`config.mk`:
```
export PLATFORM = sky130hd
export DESIGN_NAME = uart_rx
export DESIGN_NICKNAME = d
export VERILOG_FILES = /design/src/rtl/uart_rx.sv
export SDC_FILE = /design/constraint.sdc
export NUM_CORES = 1
export LEC_CHECK = 0
export BUFFER_PORTS_ARGS = -buffer_cell sky130_fd_sc_hd__buf_2
export CORE_MARGIN = 1.5
export CORE_UTILIZATION = 25
export CTS_CLUSTER_SIZE = 25
export DETAILED_ROUTE_END_ITERATION = 8
export SETUP_SLACK_MARGIN = 0.1
export SLEW_MARGIN = 20
export SYNTH_ARGS = -nofsm -noshare
export SYNTH_HDL_FRONTEND = slang
export SYNTH_SLANG_ARGS = --single-unit
```
`constraint.sdc`:
```
create_clock -name clk -period 5.7 [get_ports clk]
set_input_delay 1.14 -clock clk [delete_from_list [all_inputs] [get_ports clk]]
set_output_delay 1.14 -clock clk [all_outputs]
set_load 0.02 [all_outputs]
```
`src/rtl/uart_rx.sv`:
```
// UART receiver: 2-flop synchronised rx, 16x oversampled, 1 start / DBIT data (LSB first) / 1 stop bit.
// Outputs update one clk after the completing tick; no backpressure, the consumer must take dout on rx_done_tick.
module uart_rx #(
  parameter int DBIT    = 8,
  parameter int DB_TICK = 16,
  parameter int SB_TICK = 16
) (
  input  logic            clk,
  input  logic            rst,
  input  logic            tick,
  input  logic            rx,
  output logic [DBIT-1:0] dout,
  output logic            rx_done_tick,
  output logic            frame_err
);

  localparam int TMAX = (DB_TICK > SB_TICK) ? DB_TICK : SB_TICK;
  localparam int SW   = (TMAX > 1) ? $clog2(TMAX) : 1;
  localparam int NW   = (DBIT > 1) ? $clog2(DBIT) : 1;

  localparam logic [SW-1:0] S_MID  = SW'(DB_TICK / 2 - 1);
  localparam logic [SW-1:0] S_DBIT = SW'(DB_TICK - 1);
  localparam logic [SW-1:0] S_STOP = SW'(SB_TICK - 1);
  localparam logic [NW-1:0] N_LAST = NW'(DBIT - 1);

  typedef enum logic [2:0] {IDLE, START, DATA, STOP, WAIT_HIGH} state_t;

  state_t          r_state, w_state_nxt;
  logic [SW-1:0]   r_s, w_s_nxt;
  logic [NW-1:0]   r_n, w_n_nxt;
  logic [DBIT-1:0] r_b, w_b_nxt;
  logic [DBIT-1:0] r_dout, w_dout_nxt;
  logic            r_done, w_done_nxt;
  logic            r_ferr, w_ferr_nxt;
  logic            r_sync1, r_rx_s;
  logic [DBIT:0]   w_b_cat;

  assign w_b_cat      = {r_rx_s, r_b};
  assign dout         = r_dout;
  assign rx_done_tick = r_done;
  assign frame_err    = r_ferr;

  always_ff @(posedge clk) begin
    if (rst) begin
      r_sync1 <= 1'b1;
      r_rx_s  <= 1'b1;
      r_state <= IDLE;
      r_s     <= '0;
      r_n     <= '0;
      r_b     <= '0;
      r_dout  <= '0;
      r_done  <= 1'b0;
      r_ferr  <= 1'b0;
    end else begin
      r_sync1 <= rx;
      r_rx_s  <= r_sync1;
      r_state <= w_state_nxt;
      r_s     <= w_s_nxt;
      r_n     <= w_n_nxt;
      r_b     <= w_b_nxt;
      r_dout  <= w_dout_nxt;
      r_done  <= w_done_nxt;
      r_ferr  <= w_ferr_nxt;
    end
  end

  always_comb begin
    w_state_nxt = r_state;
    w_s_nxt     = r_s;
    w_n_nxt     = r_n;
    w_b_nxt     = r_b;
    w_dout_nxt  = r_dout;
    w_done_nxt  = 1'b0;
    w_ferr_nxt  = 1'b0;
    case (r_state)
      IDLE: begin
        if (!r_rx_s) begin
          w_state_nxt = START;
          w_s_nxt     = '0;
        end
      end
      START: begin
        if (tick) begin
          if (r_s == S_MID) begin
            // A line that is high again at mid start bit was only a glitch.
            if (!r_rx_s) begin
              w_state_nxt = DATA;
              w_s_nxt     = '0;
              w_n_nxt     = '0;
            end else begin
              w_state_nxt = IDLE;
            end
          end else begin
            w_s_nxt = r_s + 1'b1;
          end
        end
      end
      DATA: begin
        if (tick) begin
          if (r_s == S_DBIT) begin
            w_s_nxt = '0;
            w_b_nxt = w_b_cat[DBIT:1];
            if (r_n == N_LAST) w_state_nxt = STOP;
            else               w_n_nxt     = r_n + 1'b1;
          end else begin
            w_s_nxt = r_s + 1'b1;
          end
        end
      end
      STOP: begin
        if (tick) begin
          if (r_s == S_STOP) begin
            w_dout_nxt  = r_b;
            w_done_nxt  = 1'b1;
            w_ferr_nxt  = ~r_rx_s;
            w_state_nxt = r_rx_s ? IDLE : WAIT_HIGH;
          end else begin
            w_s_nxt = r_s + 1'b1;
          end
        end
      end
      WAIT_HIGH: begin
        // Hold off until the line recovers so a break is reported only once.
        if (r_rx_s) w_state_nxt = IDLE;
      end
      default: w_state_nxt = IDLE;
    endcase
  end

endmodule
```
---- Word level (Yosys, flattened, before mapping) ----
Index checks and enable logic that the tools add are counted.
operators by class
  eq/ne operators ......................... 19
  bitwise operators ....................... 4
  add/sub/neg operators ................... 2
  multiplexer cells ....................... 28
  reduce and logical (&&, ||, !) cells .... 10
operator list
  cell                                                 number
  two-way mux 3 bit                                    16
  two-way mux 4 bit                                    7
  inequality test 2 bit, second input constant         12
  one-hot mux 4 bit (4 select lines)                   1
  one-hot mux 3 bit (5 select lines)                   1
  AND reduction 9 bit                                  1
  AND reduction 7 bit                                  1
  equality test 3 x 2 -> 1 bit, second input constant  2
  equality test 3 bit, second input constant           2
  one-hot mux 3 bit (2 select lines)                   1
  AND reduction 3 bit                                  2
  AND reduction 5 bit                                  1
  adder 4 x 1 -> 4 bit, second input constant          1
  equality test 4 x 3 -> 1 bit, second input constant  1
  equality test 4 bit, second input constant           1
  inverter 1 bit                                       4
  nonzero test 4 bit                                   1
  OR reduction 4 bit                                   1
  adder 3 x 1 -> 3 bit, second input constant          1
  equality test 3 x 1 -> 1 bit, second input constant  1
  logical NOT 3 bit                                    1
  OR reduction 3 bit                                   1
  two-way mux 2 bit                                    1
  nonzero test 2 bit                                   1
  two-way mux 1 bit                                    1
storage, ports and cells
  bits in registers ....................... 30
  output and inout bits ................... 10
  logic and storage cells ................. 72

---- Depth between registers and ports, before layout ----
Gate-level depths: netlist (run 1).
  depth after elaboration ................. 5
  depth in mapped cells ................... 6
  mapped depth without buffers ............ 6

---- Least setup slack after synthesis (run 1) ----
Ideal clock, no wire load.
  path type ............................... input to register
  from .................................... input tick
  to ...................................... register r_b[0]
  stages .................................. 4
  setup slack ............................. 3587 ps
  arrival ................................. 1986 ps
  library setup time ...................... 128 ps
  cells stage by stage .................... nand4_2 -> nor3_4 -> mux2i_1 -> nor2_1
between the ends
  longest elaborated chain between the ends .. 1
RTL lines
  what                                  line  RTL
  start, declared                       10    input logic tick,
  AND reduction 3 bit (no source line)  n/a
  end signal, assigned                  60    r_b <= w_b_nxt;
  end, declared                         31    logic [DBIT-1:0] r_b, w_b_nxt;
Every way passes these cells.
A chain may end at the register's enable or synchronous reset.

---- Worst setup path in the final report (run 1) ----
  from .................................... input tick
  to ...................................... register r_dout[1] (netlist: dout[1])
between the ends
  longest elaborated chain between the ends .. 1
RTL lines
  what                                  line  RTL
  AND reduction 3 bit (no source line)  n/a
  end signal, assigned                  61    r_dout <= w_dout_nxt;
  end, declared                         32    logic [DBIT-1:0] r_dout, w_dout_nxt;
Every way passes these cells.

==> results of run 1 <==
cell usage in the layout, fill, tap and decap left out, types with 3 or more instances in the layout:
master and count:
a21oi_1 7, dfxtp_1 30, nor3_1 6, nor2_1 22
mux2i_1 17, clkbuf_8 5, ha_1 3, nand3b_1 3
nand2b_1 4, buf_2 13, nor2b_1 3, nand4_1 3
inv_1 6
final timing paths:
kind | startpoint | end | slack [ns]
max | tick | dout[1] | 3.51
min | r_sync1 | r_rx_s | 0.42
max reg2reg | r_state[0] | r_state[2] | 3.55
min reg2reg | r_sync1 | r_rx_s | 0.42
through the flow:
| stage | cell area, um^2 | util (%) | setup slack, ns | power, uW | hold slack [ns] |
|---|---|---|---|---|---|
| after CTS | 1700 | 30.3 | 3.51 | 477 | 0.425 |
| after detailed placement | 1590 | 28.3 | 3.21 | 259 | 0.409 |
| after floorplan | 1480 | - | 3.59 | 251 | 0.389 |
| after global routing | 1700 | 30.3 | 3.36 | 493 | 0.439 |
| after global placement | 1590 | 28.3 | 3.25 | 258 | 0.400 |
| final | 1700 | 30.3 | 3.51 | 469 | 0.421 |
state kept, by name, summed over array words and instances (netlist names):
name / cells
rx_done_tick: 1
r_state: 3
r_s: 4
frame_err: 1
dout: 8
r_b: 8
r_sync1: 1
r_rx_s: 1
r_n: 3
cell families after synthesis:
| group | Yosys count | share of synthesized area [%] |
|---|---|---|
| simple gates | 59 | 23.5 |
| flops | 30 | 40.6 |
| compound gates | 29 | 15.0 |
| mux | 19 | 13.0 |
| buf+inv | 16 | 4.66 |
| fa+ha+maj | 3 | 2.54 |
| xor+xnor | 1 | 0.593 |
per-layer routing:
layer / vias up / wire length, um / track usage (%) / part of all wire (%)
met3: 5 / 152 / 3.43 / 5.0
met5: - / 0 / 0 / 0
li1: 598 / - / - / -
met4: 0 / 52 / 5.17 / 1.7
met2: 29 / 1430 / 16.6 / 47
met1: 539 / 1390 / 14.0 / 46
cell type report:
type                    instances  area [um^2]
clock buffers                   5         68.8
clock inverters                 3         45.0
fillers                       622         3910
inverters                       6         22.5
multi-input cells             111          808
flip-flops and latches         30          601
well taps                      72         90.1
repair buffers                 13         65.1
power by group through the flow:
| stage | Combinational (uW) | Sequential (uW) | Clock (uW) |
|---|---|---|---|
| after floorplan | 31.9 | 219 | 0 |
| after global placement | 31.9 | 227 | 0 |
| after detailed placement | 32.2 | 226 | 0 |
| after CTS | 32.4 | 222 | 223 |
| after global routing | 36.7 | 223 | 234 |
| final | 32.2 | 222 | 214 |
==> reports/metrics.csv, run 1 <==
stage;metric;value;unit
yosys;ys_seq_area_share;40.6;%
place;port_buffers;13;
critical_path;crit_cells;5;
critical_path;arrival;2.34;ns
clock_network;post-cts-setup-buffers;0;
layout;n_antenna_cell;0;
clock_network;ctsResizeCount;0;
critical_path;cp_data_required_time;5.85;ns
layout;syn_to_final_growth;15.1;%
floorplan;chipHeight;79.9;um
global_route;grt_pass1_vias;1091;
yosys;synth.avg_cell_area;9.41;um^2
routing;vias_per_cell;4.88;
global_route;grt_max_degree;33;
yosys;async_flop_share;0;%
routing;wl_per_cell;12.6;um
yosys;synth.distinct_cells;50;
outcome;status;completed;
power_and_ir_drop;seqPwrFrac;47.4;%
layout;layout-drive-gt1-share;18.5;%
routing;drt_wl_total;3030;um
power_and_ir_drop;pwr-share-comb;6.9;%
yosys;synth_edf_count;0;
critical_path;startpoint_type;input pin;
clock_network;clock_latency;0.28;ns
yosys;yosys.area.top_type;dfxtp_1;
critical_path;cp-end-kind;flop;
routing;detail_route.iter0.violations;72;
routing;drc;0;
critical_path;max_stage_delay;0.51;ns
routing;ant_nets;0;
power_and_ir_drop;pwr-share-clk;45.8;%
timing;maxSlewViolCount;0;
timing;setup_viol;0;
global_route;overflow;0;
floorplan;placementRows;27;
clock_network;cts_htree_levels;2;
power_and_ir_drop;ir_worst_vdd;0.0996;mV
timing;relSlewSlack;57.6;%
routing;vias;1171;
power_and_ir_drop;p_int;356;uW
timing;rsz0062_at_grt;false;
timing;clock.fmax;457;MHz
power_and_ir_drop;power_density;276;nW/um^2
yosys;synth_commonest_cells;30 x dfxtp_1, 22 x nor2_1, 17 x mux2i_1;
floorplan;start_util;26.3;%
critical_path;worstRegToRegCells;4;
layout;stdcell_count;240;
clock_network;hold_buffers;0;
clock_network;cts_buffers;5;
critical_path;crit_slowest_cell;nor2_2;
yosys;mappedNetlistArea;1480;um^2
job;max-cap-violations;0;
timing;layout_min_cycle_time;2.19;ns
critical_path;critPathTopFamily;simple AND/OR/NAND/NOR gates;
yosys;synth-seq-cells;30;
global_route;grt_pass1_wl;5380;um
clock_network;clk_path_buf_depth;2;
yosys;syn_nets;164;
layout;nNetsFinal;174;
global_route;grtUsageTotal;10.9;%
yosys;ys_warn_count;0;
yosys;synthFlopType;dfxtp_1;
place;gp_congestion;0.772;
global_route;antenna_found_initial;0;
power_and_ir_drop;switchingPower;112;uW
place;post-dp-hpwl;2040;um
yosys;synth_most_common_cell;dfxtp_1;
power_and_ir_drop;p_leak;0.000597;uW
timing;timing.final.crit_share;38.4;%
routing;first_pass_iters;4;
clock_network;numClockSinks;30;
timing;hold_viol;0;
clock_network;cts_root_buf;clkbuf_8;
clock_network;cts_tree;built;
clock_network;clk_pin_slew;0.07;ns
floorplan;dieArea;6380;um^2
timing;skew;0.00762;ns
min_path;hp-class;flop to flop;
power_and_ir_drop;swShare;24.0;%
place;dp_cells;232;
critical_path;path_class;input pin to flop;
yosys;syn_inst;157;
yosys;synthTopCellsByArea;dfxtp_1 41%, mux2i_1 12%, nor2_1 5.6%;
critical_path;crit_chain;buf_2 -> nand4_2 -> nor2_2 -> mux2i_1 -> nor2_1;
floorplan;ios;14;
timing;tns;0;ns
floorplan;core_area;5610;um^2
min_path;min_delay_path_depth;1;
floorplan;die_w;79.9;um
critical_path;critPathBufInv;1;
timing;worstMarginPinSlew;0.635;ns
critical_path;crit_fanout;8;
yosys;synth.top_cell.area_share;40.6;%
Note: power is estimated with default switching activity, not from simulation.
==> run 2, diff against run 1 <==
- ABC_AREA: unset -> 1
- clock period: 5.7 -> 1.98 ns (I/O delays scaled with it)
==> run 2 against run 1 <==
Net effect:
- total power grew to 5.2 times the previous value
- combinational power grew to 27 times the previous value
- clock skew is 0.0044 ns lower
- first-iteration DRC count is 60% higher
- count of clock-buffer cells in the layout is 1 higher
- clock power grew to 3.6 times the previous value
- via count is 12% higher
- sequential power grew to 3.6 times the previous value
- largest cell class unchanged
==> reports/metrics.csv, run 2 <==
stage;metric;value;unit
clock_network;clk_path_buf_depth;2;
critical_path;crit_fanout;10;
layout;final_area;1760;um^2
power_and_ir_drop;pwr-share-clk;31.9;%
timing;worstMarginPinSlew;0.557;ns
routing;detail_route.iter0.violations;115;
yosys;yosys.area.top_type;dfxtp_1;
power_and_ir_drop;power_density;1380;nW/um^2
layout;seqCellArea;601;um^2
timing;relSlewSlack;62.8;%
clock_network;numClockSinks;30;
yosys;synth_commonest_cells;53 x nor2_1, 40 x nand2_1, 30 x dfxtp_1;
min_path;min_delay_path_depth;2;
yosys;synthFlopType;dfxtp_1;
power_and_ir_drop;ir_worst_vdd;0.369;mV
layout;layout-drive-gt1-share;20.6;%
floorplan;ios;14;
place;pre_cts_slack;0.262;ns
routing;vias_per_cell;4.37;
yosys;synth_most_common_cell;nor2_1;
timing;skew;0.00323;ns
job;max-cap-violations;0;
yosys;synth.avg_cell_area;7.02;um^2
layout;final_common_cell;nor2_1;
timing;worst_slack;0.287;ns
power_and_ir_drop;swShare;36.9;%
clock_network;cts_buffers;5;
clock_network;hold_buffers;0;
place;post-dp-hpwl;2220;um
global_route;overflow;0;
critical_path;arrival;1.87;ns
critical_path;worstRegToRegCells;8;
power_and_ir_drop;pwr-share-comb;35.2;%
layout;n_antenna_cell;0;
timing;timing.final.crit_share;85.5;%
layout;nNetsFinal;234;
floorplan;placementRows;27;
power_and_ir_drop;switchingPower;896;uW
critical_path;path_class;flop to flop;
yosys;syn_inst;208;
floorplan;start_util;26.2;%
clock_network;clock_latency;0.28;ns
yosys;ys_seq_area_share;41.1;%
power_and_ir_drop;p_leak;0.000876;uW
timing;tns;0;ns
routing;drt_wl_total;3120;um
timing;clock.fmax;591;MHz
routing;vias;1312;
global_route;grt_pass1_wl;5550;um
place;gp_congestion;0.918;
timing;setup_viol;0;
global_route;grt_max_degree;23;
floorplan;dieArea;6310;um^2
layout;multi_input_area;783;um^2
timing;layout_min_cycle_time;1.69;ns
timing;hold_viol;0;
floorplan;chipHeight;79.4;um
yosys;ys_warn_count;0;
yosys;synth_edf_count;0;
floorplan;die_w;79.4;um
clock_network;clk_pin_slew;0.07;ns
routing;wl_per_cell;10.4;um
power_and_ir_drop;seqPwrFrac;32.9;%
power_and_ir_drop;p_int;1540;uW
critical_path;cp-end-kind;flop;
routing;first_pass_iters;4;
critical_path;startpoint_type;flop;
yosys;synth.distinct_cells;21;
critical_path;cp_data_required_time;2.16;ns
layout;nFillCells;618;
place;placed_cell_area;1600;um^2
layout;final_util;31.5;%
global_route;grtUsageTotal;11.4;%
global_route;grt_pass1_vias;1212;
timing;rsz0062_at_grt;false;
layout;syn_to_final_growth;20.3;%
yosys;synthTopCellsByArea;dfxtp_1 41%, nor2_1 14%, nand2_1 10%;
yosys;mappedNetlistArea;1460;um^2
floorplan;core_area;5570;um^2
min_path;hp-class;input pin to flop;
routing;drc;0;
yosys;async_flop_share;0;%
routing;ant_nets;0;
yosys;synth.top_cell.area_share;41.1;%
clock_network;cts_htree_levels;2;
yosys;synth-seq-cells;30;
clock_network;cts_root_buf;clkbuf_8;
power_and_ir_drop;finalPower;2430;uW
place;port_buffers;13;
global_route;antenna_found_initial;0;
clock_network;cts_tree;built;
layout;final_cell_mix;53 x nor2_1, 40 x nand2_1, 30 x dfxtp_1;
outcome;status;completed;
yosys;syn_nets;215;
timing;maxSlewViolCount;0;
## run 2: changes by cell type after synthesis, sizes merged, moves of 8 or more
cell	previous run	this run
nand2	0	46
nor2	23	60
mux2i	17	0
o21ai	2	19
nand3	1	13
inv	6	14
## run 2: power groups by stage
stage / logic [uW] / registers, uW / clock network [uW]
6_report: 856 / 799 / 776
5_1_grt: 994 / 814 / 829
4_1_cts: 862 / 797 / 799
3_5_place_dp: 855 / 809 / 0
3_3_place_gp: 862 / 812 / 0
2_1_floorplan: 761 / 764 / 0
## run 2: per-stage QoR
stage / hold WS, ns / cells
2_1_floorplan: 0.389 / 208
3_3_place_gp: 0.393 / 290
3_5_place_dp: 0.395 / 290
4_1_cts: 0.285 / 298
5_1_grt: 0.279 / 300
6_report: 0.295 / 300
## run 2: kinds of logic after synthesis
group,share of synthesized area (%)
fa+ha+maj,2.57
simple gates,41.5
compound gates,9.60
flops,41.1
buf+inv,5.23
## run 2: repair_timing
item                                    4_1_cts  5_1_grt
setup buffers                                 0        2
endpoints found under the setup margin        0        5
gates resized for setup                       0        0
## run 2: layout make-up
type	instances	area share, %
clock buffers	6	4.70
clock inverters	2	3.42
inverters	14	2.99
multi-input cells	160	44.6
flip-flops and latches	30	34.2
well taps	72	5.13
repair buffers	16	4.99
## run 2: path summary, 6_finish.rpt
| path | from | end | slack, ns |
|---|---|---|---|
| hold / removal | rx | r_sync1 | 0.29 |
| hold reg to reg | r_sync1 | r_rx_s | 0.41 |
| setup reg to reg | r_s[0] | dout[7] | 0.29 |
| setup / recovery | r_s[0] | dout[7] | 0.29 |
## run 2: worst max-delay path: stages (launching register included)
cell and delay, ns:
dfxtp_1 0.39, ha_1 0.25, nand2_1 0.09, nor2_1 0.21
nand2_1 0.16, nor2_4 0.20, inv_2 0.12, nor2_1 0.12
nor2_1 0.06
## run 2: layer usage
layer | track usage [%] | up-vias | wire length, um
li1 | - | 702 | -
met1 | 14.0 | 567 | 1470
met2 | 17.4 | 34 | 1400
met3 | 3.66 | 9 | 155
met4 | 6.49 | 0 | 90
met5 | 0 | - | 0
==> run 3, diff against run 2 <==
- ABC_AREA: 1 -> unset
==> run 3 against run 2 <==
Net effect:
- clock power is 38% lower
- wire length is 4.0% lower
- register-to-register slack lost 0.12 ns
- via count is 7.3% lower
- count of clock-buffer cells in the layout shrank 1
- clock skew up 0.0024 ns
- sequential share of layout area down 0.74 points
- critical path type unchanged
- critical endpoint is now r_n[0]
- largest cell class unchanged
- highest routed layer unchanged
==> reports/metrics.csv, run 3 (synthesized netlist as in run 1, its figures left out) <==
stage;metric;value;unit
clock_network;hold_buffers;0;
global_route;grt_pass1_wl;5260;um
clock_network;clk_path_buf_depth;2;
floorplan;placementRows;27;
clock_network;clk_pin_slew;0.06;ns
outcome;status;completed;
global_route;antenna_found_initial;0;
layout;layout-drive-gt1-share;27.9;%
floorplan;core_area;5610;um^2
critical_path;cp_data_required_time;2.12;ns
critical_path;startpoint_type;flop;
critical_path;path_class;flop to flop;
power_and_ir_drop;ir_worst_vdd;0.493;mV
routing;vias_per_cell;4.84;
layout;final_util;32.2;%
global_route;grt_max_degree;33;
job;max-cap-violations;0;
layout;final_common_cell;dfxtp_1;
routing;drc;0;
critical_path;crit_fanout;3;
floorplan;die_w;79.9;um
timing;maxSlewViolCount;0;
timing;clock.fmax;552;MHz
timing;timing.final.crit_share;91.5;%
global_route;grtUsageTotal;10.8;%
clock_network;numClockSinks;30;
critical_path;endpoint;r_n[0];
floorplan;chipHeight;79.9;um
place;gp_congestion;0.795;
routing;ant_nets;0;
critical_path;worstRegToRegCells;6;
timing;tns;0;ns
critical_path;r2r-end;r_n[0];
min_path;hp-class;input pin to flop;
critical_path;reg2reg_from;r_n[0];
min_path;min_delay_path_depth;2;
power_and_ir_drop;power_density;686;nW/um^2
layout;syn_to_final_growth;22.3;%
critical_path;startpoint;r_n[0];
critical_path;cp-end-kind;flop;
routing;vias;1216;
layout;nNetsFinal;185;
layout;n_antenna_cell;0;
layout;seqCellArea;604;um^2
floorplan;dieArea;6380;um^2
timing;setup_viol;0;
layout;multi_input_area;852;um^2
layout;stdcell_count;251;
routing;first_pass_iters;3;
routing;drt_wl_total;2990;um
timing;skew;0.00558;ns
timing;layout_min_cycle_time;1.81;ns
timing;hold_ws;0.298;ns
clock_network;cts_root_buf;clkbuf_8;
routing;detail_route.iter0.violations;62;
timing;relSlewSlack;62.9;%
layout;nFillCells;622;
clock_network;cts_buffers;5;
global_route;overflow;0;
place;dp_cells;243;
layout;final_cell_mix;27 x dfxtp_1, 22 x nor2_1, 17 x mux2i_1;
critical_path;arrival;1.95;ns
clock_network;cts_tree;built;
critical_path;regToRegSetupSlack;0.17;ns
place;post-dp-hpwl;2090;um
floorplan;ios;14;
place;port_buffers;13;
routing;wl_per_cell;11.9;um
timing;worstMarginPinSlew;0.557;ns
power_and_ir_drop;p_leak;0.000649;uW
clock_network;cts_htree_levels;2;
floorplan;start_util;26.3;%
timing;hold_viol;0;
timing;rsz0062_at_grt;true;
global_route;grt_pass1_vias;1129;
clock_network;clock_latency;0.28;ns
## run 3: where the power goes
| group | switching (uW) | leakage [uW] | internal (uW) |
|---|---|---|---|
| Clock | 237 | 0.0000441 | 246 |
| Sequential | 14.7 | 0.000244 | 614 |
| Combinational | 71.9 | 0.000361 | 56.2 |
| Total | 324 | 0.000649 | 916 |
## run 3: area by class of cell
type | count | share of cell area [%]
multi-input cells | 111 | 47.2
inverters | 6 | 1.25
clock inverters | 3 | 1.18
repair buffers | 24 | 8.17
clock buffers | 5 | 3.81
flip-flops and latches | 30 | 33.4
well taps | 72 | 4.99
## run 3: worst min path at each step
stage | start | to
2_1_floorplan | r_sync1 | r_rx_s
3_3_place_gp | r_sync1 | r_rx_s
3_5_place_dp | r_sync1 | r_rx_s
4_1_cts | rx | r_sync1
5_1_grt | rx | r_sync1
6_report | rx | r_sync1
## run 3: layer usage
metal / up-vias / global-route usage, % / wire, um
met2: 10 / 15.1 / 1350
met4: 0 / 5.17 / 59
met5: - / 0 / 0
li1: 619 / - / -
met1: 580 / 14.5 / 1510
met3: 7 / 3.77 / 78
## run 3: per-stage QoR
stage               instance area (um^2)  total power (uW)  worst slack (ns)
floorplan                           1480               723             0.162
global placement                    1670               762             0.144
detailed placement                  1670               761             0.121
CTS                                 1760              1250             0.112
global route                        1810              1320            0.0603
finish                              1810              1240             0.168
## run 3: critical path: stages, from the launching register on
cell     delay [ns]
dfxtp_1        0.33
ha_1           0.20
ha_1           0.18
or3b_2         0.45
and2_1         0.20
o41ai_2        0.22
a21oi_1        0.10
## run 3: repair_timing
item                                   in CTS  in global routing
buffers inserted                            0                  0
setup endpoints to repair                   0                  8
endpoints found under the hold margin       0                  0
resized for setup                           0                 10
